File: src/rtl/dmem_access_ctrl.sv
`timescale 1ns/1ps
// -----------------------------------------------------------------------------
// dmem_access_ctrl
//
// MEM-stage data-memory controller for the pipelined RV32 core. It turns each
// load or store from the EX/MEM register into one handshaked bus transaction,
// generates byte enables and lane-replicated store data, and returns the
// sign/zero-extended load result. While a transaction is in flight o_stall
// freezes the IF/ID/EX/MEM pipeline registers.
//
// Ports
//   i_clk, i_rst        clock (rising edge), synchronous active-high reset
//   i_mem_read_MEM      load in MEM stage
//   i_mem_write_MEM     store in MEM stage (wins if both strobes are set)
//   i_funct3_MEM        access size/sign: 000 B, 001 H, 010 W, 100 BU, 101 HU
//   i_alu_result_MEM    byte address
//   i_dataB_MEM         unshifted store data
//   o_bus_valid/we/addr/be/wdata   request channel (word address, [1:0]=00)
//   i_bus_ready         request accepted
//   i_bus_rvalid/rdata  read response
//   o_stall             pipeline freeze
//   o_load_data_MEM     extended load result, valid in DONE, held otherwise
//   o_misaligned        misaligned access detected (no bus activity)
//   o_bus_err           transaction aborted by timeout
// -----------------------------------------------------------------------------
module dmem_access_ctrl #(
  parameter int TIMEOUT = 16,  // max cycles in REQ+WAIT_RSP, >= 2
  parameter int CNT_W   = 5    // must be able to hold TIMEOUT
) (
  input  logic        i_clk,
  input  logic        i_rst,
  input  logic        i_mem_read_MEM,
  input  logic        i_mem_write_MEM,
  input  logic [2:0]  i_funct3_MEM,
  input  logic [31:0] i_alu_result_MEM,
  input  logic [31:0] i_dataB_MEM,
  output logic        o_bus_valid,
  output logic        o_bus_we,
  output logic [31:0] o_bus_addr,
  output logic [3:0]  o_bus_be,
  output logic [31:0] o_bus_wdata,
  input  logic        i_bus_ready,
  input  logic        i_bus_rvalid,
  input  logic [31:0] i_bus_rdata,
  output logic        o_stall,
  output logic [31:0] o_load_data_MEM,
  output logic        o_misaligned,
  output logic        o_bus_err
);

  typedef enum logic [2:0] {
    S_IDLE,
    S_REQ,
    S_WAIT_RSP,
    S_DONE,
    S_ERR
  } state_e;

  localparam logic [CNT_W-1:0] CNT_LAST = CNT_W'(TIMEOUT - 1);

  state_e            state_q,     state_d;
  logic [CNT_W-1:0]  cnt_q,       cnt_d;
  logic [29:0]       addr_q,      addr_d;      // word address
  logic [1:0]        off_q,       off_d;       // byte offset within the word
  logic [3:0]        be_q,        be_d;
  logic [31:0]       wdata_q,     wdata_d;
  logic              we_q,        we_d;
  logic [2:0]        funct3_q,    funct3_d;
  logic [31:0]       load_data_q, load_data_d;

  logic              access;
  logic              misaligned;
  logic [3:0]        be_new;
  logic [31:0]       wdata_new;

  // Pick the addressed byte/half out of the response word and extend it.
  // funct3 values other than B/H/BU/HU return the whole word.
  function automatic logic [31:0] extract_load(input logic [31:0] word,
                                               input logic [2:0]  f3,
                                               input logic [1:0]  off);
    logic [7:0]  b;
    logic [15:0] h;
    b = word[{off, 3'b000} +: 8];
    h = word[{off[1], 4'b0000} +: 16];
    case (f3)
      3'b000:  extract_load = {{24{b[7]}}, b};
      3'b100:  extract_load = {24'd0, b};
      3'b001:  extract_load = {{16{h[15]}}, h};
      3'b101:  extract_load = {16'd0, h};
      default: extract_load = word;
    endcase
  endfunction

  // Decode of the incoming access; only consumed in IDLE. funct3[1:0]
  // selects the size, so undefined codes (011, 110, 111) behave as W.
  always_comb begin
    access = i_mem_read_MEM | i_mem_write_MEM;
    case (i_funct3_MEM[1:0])
      2'b00: begin
        misaligned = 1'b0;
        be_new     = 4'b0001 << i_alu_result_MEM[1:0];
        wdata_new  = {4{i_dataB_MEM[7:0]}};
      end
      2'b01: begin
        misaligned = i_alu_result_MEM[0];
        be_new     = 4'b0011 << i_alu_result_MEM[1:0];
        wdata_new  = {2{i_dataB_MEM[15:0]}};
      end
      default: begin
        misaligned = |i_alu_result_MEM[1:0];
        be_new     = 4'b1111;
        wdata_new  = i_dataB_MEM;
      end
    endcase
  end

  // Next-state and output logic.
  // NOTE: every signal driven here gets a default first, so no path can
  // leave one unassigned and infer a latch.
  always_comb begin
    state_d      = state_q;
    cnt_d        = cnt_q;
    addr_d       = addr_q;
    off_d        = off_q;
    be_d         = be_q;
    wdata_d      = wdata_q;
    we_d         = we_q;
    funct3_d     = funct3_q;
    load_data_d  = load_data_q;
    o_stall      = 1'b0;
    o_misaligned = 1'b0;

    case (state_q)
      S_IDLE: begin
        if (access) begin
          if (misaligned) begin
            o_misaligned = 1'b1;
          end else begin
            // Stall must rise in this very cycle, before the pipeline moves.
            o_stall  = 1'b1;
            addr_d   = i_alu_result_MEM[31:2];
            off_d    = i_alu_result_MEM[1:0];
            be_d     = be_new;
            wdata_d  = wdata_new;
            we_d     = i_mem_write_MEM;
            funct3_d = i_funct3_MEM;
            cnt_d    = '0;
            state_d  = S_REQ;
          end
        end
      end

      S_REQ: begin
        o_stall = 1'b1;
        cnt_d   = cnt_q + 1'b1;
        if (i_bus_ready) begin
          if (we_q) begin
            load_data_d = '0;  // a completed store reports zero load data
            state_d     = S_DONE;
          end else begin
            state_d = S_WAIT_RSP;
          end
        end else if (cnt_q == CNT_LAST) begin
          load_data_d = '0;
          state_d     = S_ERR;
        end
      end

      S_WAIT_RSP: begin
        o_stall = 1'b1;
        cnt_d   = cnt_q + 1'b1;
        if (i_bus_rvalid) begin
          load_data_d = extract_load(i_bus_rdata, funct3_q, off_q);
          state_d     = S_DONE;
        end else if (cnt_q == CNT_LAST) begin
          load_data_d = '0;
          state_d     = S_ERR;
        end
      end

      // DONE and ERR release the pipeline for one cycle; strobes are not
      // sampled here, so the next instruction is first seen in IDLE.
      S_DONE:  state_d = S_IDLE;
      S_ERR:   state_d = S_IDLE;
      default: state_d = S_IDLE;
    endcase
  end

  // NOTE: sequential state uses non-blocking assignments so every flop
  // samples the pre-edge values regardless of statement order.
  always_ff @(posedge i_clk) begin
    if (i_rst) begin
      state_q     <= S_IDLE;
      cnt_q       <= '0;
      addr_q      <= '0;
      off_q       <= '0;
      be_q        <= '0;
      wdata_q     <= '0;
      we_q        <= 1'b0;
      funct3_q    <= '0;
      load_data_q <= '0;
    end else begin
      state_q     <= state_d;
      cnt_q       <= cnt_d;
      addr_q      <= addr_d;
      off_q       <= off_d;
      be_q        <= be_d;
      wdata_q     <= wdata_d;
      we_q        <= we_d;
      funct3_q    <= funct3_d;
      load_data_q <= load_data_d;
    end
  end

  // Request channel comes straight from registers, so it is glitch-free and
  // stable for the whole REQ phase.
  assign o_bus_valid     = (state_q == S_REQ);
  assign o_bus_we        = we_q;
  assign o_bus_addr      = {addr_q, 2'b00};
  assign o_bus_be        = be_q;
  assign o_bus_wdata     = wdata_q;
  assign o_bus_err       = (state_q == S_ERR);
  assign o_load_data_MEM = load_data_q;

endmodule

File: config.mk
export PLATFORM = sky130hd
export DESIGN_NAME = dmem_access_ctrl
export DESIGN_NICKNAME = d
export VERILOG_FILES = /design/src/rtl/dmem_access_ctrl.sv
export SDC_FILE = /design/constraint.sdc
export NUM_CORES = 1
export LEC_CHECK = 0
export BUFFER_PORTS_ARGS = -buffer_cell sky130_fd_sc_hd__buf_2
export CORE_MARGIN = 2
export CORE_UTILIZATION = 52
export DETAILED_ROUTE_END_ITERATION = 10
export PLACE_DENSITY = 0.86
export SYNTH_ARGS = -nofsm -noshare
export SYNTH_HDL_FRONTEND = slang
export SYNTH_SLANG_ARGS = --single-unit
File: constraint.sdc
create_clock -name i_clk -period 3.4 [get_ports i_clk]
set_input_delay 0.51 -clock i_clk [delete_from_list [all_inputs] [get_ports i_clk]]
set_output_delay 0.51 -clock i_clk [all_outputs]
set_load 0.01 [all_outputs]
# --- Word level (Yosys, flattened, before mapping) ---
# Cells that the tools add are included.
totals:
  reg_bits: 112
  out_inout_bits: 105
  elab_cells: 63
op_classes:
  n_addsub: 1
  eq_ne: 11
  shift: 4
  mux: 25
  n_bitwise: 2
  reduce_logical: 11
op_table:
  columns: ["op", "count"]
  rows:
  - ["32-bit 2-to-1 mux", 4]
  - ["32-bit one-hot mux with 2 select lines", 2]
  - ["32-bit one-hot mux with 4 select lines", 1]
  - ["32-bit by 6-bit variable part select with 16-bit output", 1]
  - ["32-bit by 6-bit variable part select with 8-bit output", 1]
  - ["3-bit 2-to-1 mux", 5]
  - ["5-bit 2-to-1 mux", 2]
  - ["5-bit one-hot mux with 2 select lines", 1]
  - ["3-bit == test, second input constant", 3]
  - ["3-bit one-hot mux with 3 select lines", 1]
  - ["4-bit one-hot mux with 2 select lines", 1]
  - ["3-bit by 1-bit == test with 1-bit output, second input constant", 2]
  - ["3-bit zero test", 2]
  - ["1-bit 2-to-1 mux", 6]
  - ["3-bit AND reduction", 2]
  - ["5-bit by 1-bit adder with 5-bit output, second input constant", 1]
  - ["5-bit by 4-bit == test with 1-bit output, second input constant", 1]
  - ["2-bit != test, second input constant", 2]
  - ["1-bit one-hot mux with 2 select lines", 2]
  - ["2-bit AND reduction", 2]
  - ["2-bit nonzero test", 2]
  - ["2-bit OR reduction", 2]
  - ["1-bit by 2-bit << shifter with 4-bit output, first input constant", 1]
  - ["2-bit by 2-bit << shifter with 4-bit output, first input constant", 1]
  - ["6 further kinds", 6]

# --- Depth between registers and ports, before layout ---
logic_depth:
  depth_word: 5
  ltp_mapped: 9
  mapped_depth_nobuf: 8

# --- Worst setup path after synthesis ---
# Ideal clock, no wire load.
synth_path:
  path_type: "register to register"
  start: "register cnt_q[0]"
  end: "register load_data_q[21], in the netlist o_load_data_MEM[21]"
  setup_time_ns: 0.064
  t_arrival_ns: 1.974
  t_required_ns: 3.336
  setup_slack_ns: 1.361
  path_stages_with_launch: 8
  path_buffers: 1
  cell_sequence: "dfxtp_1 -> ha_1 -> and3_1 -> ha_1 -> o31ai_1 -> clkbuf_1 -> a221oi_1 -> nor2_1"
synth_via:
  elab_chain_len: 4
  elab_cells_between_ends: 5
synth_rtl:
  columns: ["element", "line_no", "text"]
  rows:
  - ["start, declared", "62", "logic [CNT_W-1:0] cnt_q, cnt_d;"]
  - ["start signal, assigned", "204", "cnt_q <= cnt_d;"]
  - ["5-bit by 4-bit == test with 1-bit output (*)", "163, 175", null]
  - ["32-bit 2-to-1 mux (*)", null, null]
  - ["32-bit 2-to-1 mux (on tied branches)", null, null]
  - ["32-bit one-hot mux with 2 select lines (*)", null, null]
  - ["end signal, assigned", "211", "load_data_q <= load_data_d;"]
  - ["end, declared", "69", "logic [31:0] load_data_q, load_data_d;"]
# Mark *: on every way between the ends. The rest lies on a longest branch, timed or not.
# A chain may end at the register's enable or synchronous reset.

# --- Worst setup path after layout ---
layout_path:
  start: "register state_q[2]"
  end: "output port o_misaligned"
layout_via:
  elab_chain_len: 2
layout_rtl:
  columns: ["element", "line_no", "text"]
  rows:
  - ["start, declared", "61", "state_e state_q, state_d;"]
  - ["start signal, assigned", "203", "state_q <= state_d;"]
  - ["3-bit zero test", "133", "case (state_q)"]
  - ["1-bit 2-to-1 mux", "133", null]
  - ["end, declared", "47", "output logic o_misaligned,"]
# No other way between the ends.

==> results.yml <==
clock_network:
  cts.sinks: 112
  clockBufferDepth: 2
  clock_latency_ps: 370
  cts_setup_buffers: 0
  cts_tree: "built"
  cts-buffers-inserted: 9
  cts_root_buf: "clkbuf_8"
  hold_buffers: 0
  htreeDepth: 3
  postCtsResizedCells: 0
  clk_pin_slew_ps: 120
power_and_ir_drop:
  clock_power_share_pct: 29.1
  p_leak_nw: 2.910
  switching_share_pct: 32.02
  power_density_nw_per_um2: 470.9
  pwr-share-seq_pct: 49.3
  ir_worst_vdd_mv: 0.2973
  power_frac_comb_pct: 21.6
  p_switching_mw: 0.9482
  power.internal_mw: 2.013
drt:
  via_count: 5365
  drt-wirelength-per-cell_um: 16.38
  dr.first_iter.drc_count: 282
  drt_first_pass_iters: 4
  detail-route-antenna-nets: 0
  drc: 0
  vias_per_cell: 5.695
  wirelength_mm: 15.43
final_layout:
  fillers: 819
  syn2layout_area_growth_pct: 25.44
  final_area_um2: 6287
  nNetsFinal: 914
  register_area_um2: 2242
  layout-drive-gt1-share_pct: 29.80
  multi_input_area_um2: 2525
setup_path:
  reg2regPathDepth: 6
  path_buf_inv: 1
  worst_path_max_delay_cell: "or3_1"
  worstSetupPathType: "flip-flop to output pin"
  arrival_ps: 2000
  timing.rr.start: "state_q[2]"
  required_ps: 2890
  worstSetupStartpointType: "flip-flop"
  cp_slowest_stage_delay_ps: 490
  r2r_end: "cnt_q[4]"
  cp_top_family: "simple AND/OR/NAND/NOR gates"
  crit_chain: "or3_1 > or2_2 > nor3_1 > buf_2"
  cp-end-kind: "output pin"
  cp_max_fo: 6
  reg2reg_slack_ps: 1120
yosys:
  yosys-top-cells-area: "dfxtp_1, nand2_1, a21oi_1, nor2_1, a221oi_1"
  synth.avg_cell_area_um2: 7.956
  synth_ff_type: "dfxtp_1"
  synthArstFlopShare_pct: 0
  synth.top_cell.area_share_pct: 44.73
  synth_xor_area_share_pct: 0.3495
  ys_seq_area_share_pct: 44.73
  synth_compound_area_share_pct: 25.36
  yosysUniqueCellTypes: 50
  syn-cell-area_um2: 5012
  synth_edf_count: 0
  syn-instance-count: 630
  synth_top_cell_by_area: "dfxtp_1"
  yosys.area_share.adder_pct: 0.6990
  synthMuxAreaShare_pct: 2.646
  synth_top_family_by_area: "compound AO/OA/AOI/OAI gates"
  synth-warning-count: 0
  yosys.area_share.simple_pct: 20.94
  ys_ff_latch: 112
sta:
  hold_violations: 0
  finalCritPeriodShare_pct: 73.68
  rsz0062_at_grt: "no"
  fin_skew_ps: 12.43
  max-slew-margin-rel_pct: 44.31
  fmax_mhz: 399.2
  setup_viol: 0
  slew_viol_final: 0
  finalSetupTns_ps: 0
  worst_pin_slew_ps: 835.3
  min_period_ps: 2505
worst_hold_path:
  min_path_cells: 3
  min_to: "addr_q[6]"
  min_path_type: "primary input to flip-flop"
  min-delay-start: "i_alu_result_MEM[8]"
job:
  drv_cap: 0
die:
  num_rows: 35
  initial_core_util_pct: 53.99
  die_w_um: 102.2
  dieArea_um2: 10440
  core_um2: 9284
  fp.dieH_um: 102.2
  io_pins: 210
placement:
  place_hpwl_mm: 11.19
  gp_congestion: 1.010
  dpl-instance-area_um2: 6066
  numPortBuffers: 207
grt:
  antenna_found_initial: 1
  grt_max_degree: 82
  grt_pass1_vias: 4885
  grt-ovfl-total: 0
  grt_pass1_wl_mm: 23.47
  grt_use_total_pct: 28.15
run_status:
  status: "finished clean"
[per-stage QoR]
stage | utilization (%) | power, mW | cells | setup slack [ps] | hold WS, ps
floorplan | - | 1.871 | 631 | 1361 | 464.1
global placement | 65.34 | 2.100 | 925 | 835.9 | 439.5
detailed placement | 65.34 | 2.122 | 925 | 743.6 | 443.9
CTS | 67.70 | 2.970 | 941 | 907.9 | 344.2
global route | 67.72 | 3.106 | 942 | 786.1 | 346.4
finish | 67.72 | 2.961 | 942 | 894.7 | 356.0
[power by group through the flow]
stage / Combinational, mW / Sequential, mW / Clock [mW]
finish: 0.638 / 1.46 / 0.862
CTS: 0.634 / 1.46 / 0.876
detailed placement: 0.633 / 1.49 / 0
floorplan: 0.350 / 1.52 / 0
global placement: 0.615 / 1.49 / 0
global route: 0.704 / 1.47 / 0.930
[area by class of cell]
type                    count  area share, %
inverters                   9         0.5373
clock inverters             7          1.512
flip-flops and latches    112          35.66
diodes                      1        0.03980
multi-input cells         459          40.16
clock buffers               9          1.970
repair buffers            216          17.55
well taps                 129          2.567
[routing by layer]
layer	GRT usage, %	part of all wire, %
met1	34.82	40
met2	47.62	49
met3	5.882	8.1
met4	12.10	3.0
met5	0	0
[Yosys cell counts (all sizes together) (2+ instances only)]
master / number
a2111oi: 2
clkbuf: 37
nand3: 2
and3: 3
a21o: 3
xor2: 2
inv: 9
or3: 3
nor3: 20
a21oi: 64
mux2: 2
buf: 14
a22o: 11
a31oi: 11
dfxtp: 112
ha: 2
mux2i: 11
o22ai: 5
nor2b: 7
nor2: 66
a221o: 4
o21ai: 34
or2: 2
a311oi: 8
o2bb2ai: 9
a22oi: 5
a221oi: 25
nand2: 137
nand2b: 6
[worst max path at each step]
stage                                      to       startpoint  slack [ps]  cells after the start
after CTS                        o_misaligned       state_q[2]         910                      4
after global routing                  o_stall  i_funct3_MEM[1]         790                      6
after floorplan           o_load_data_MEM[21]         cnt_q[0]        1360                      7
after global placement               cnt_q[1]  i_funct3_MEM[1]         840                      6
after detailed placement           addr_q[11]  i_funct3_MEM[1]         740                      6
final                            o_misaligned       state_q[2]         890                      4
[sequential cells by signal (all words and copies together) (netlist names)]
register         count
state_q              3
o_bus_wdata         32
off_q                2
cnt_q                5
funct3_q             3
o_bus_be             4
addr_q              30
o_load_data_MEM     32
o_bus_we             1
[worst reg2reg max path, cell delays in order (launching register included)]
cell	delay (ps)
dfxtp_1	390
or3_1	490
nor2_1	370
o21ai_4	290
buf_4	360
a31oi_1	200
nor2_1	50
[logic make-up (layout without fill, tap and decap cells)]
kind of cell,after synthesis,in the layout
multiplexers,13,13
AO/OA/AOI/OAI,188,188
other,1,3
AND/OR/NAND/NOR,251,251
XOR/XNOR,2,2
buffers and inverters,60,241
adder cells (fa/ha/maj),3,3
flip-flops,112,112
[placed cells by master (no fill, tap or decap), types with 2 or more instances in the layout]
cell type / count
buf_2: 207
nand2_1: 137
dfxtp_1: 112
nor2_1: 66
a21oi_1: 64
o21ai_0: 32
a221oi_1: 25
nor3_1: 20
mux2i_1: 11
a22o_1: 11
a31oi_1: 10
inv_1: 9
o2bb2ai_1: 9
clkbuf_8: 9
buf_4: 9
a311oi_1: 8
nor2b_1: 7
nand2b_1: 6
o22ai_1: 5
a22oi_1: 5
a221o_1: 4
a21o_1: 3
and3_1: 3
or3_1: 2
mux2_2: 2
nand3_1: 2
a2111oi_0: 2
xor2_1: 2
ha_1: 2
conb_1: 2
inv_6: 2
inv_8: 2
Note: power is estimated with default switching activity, not from simulation.
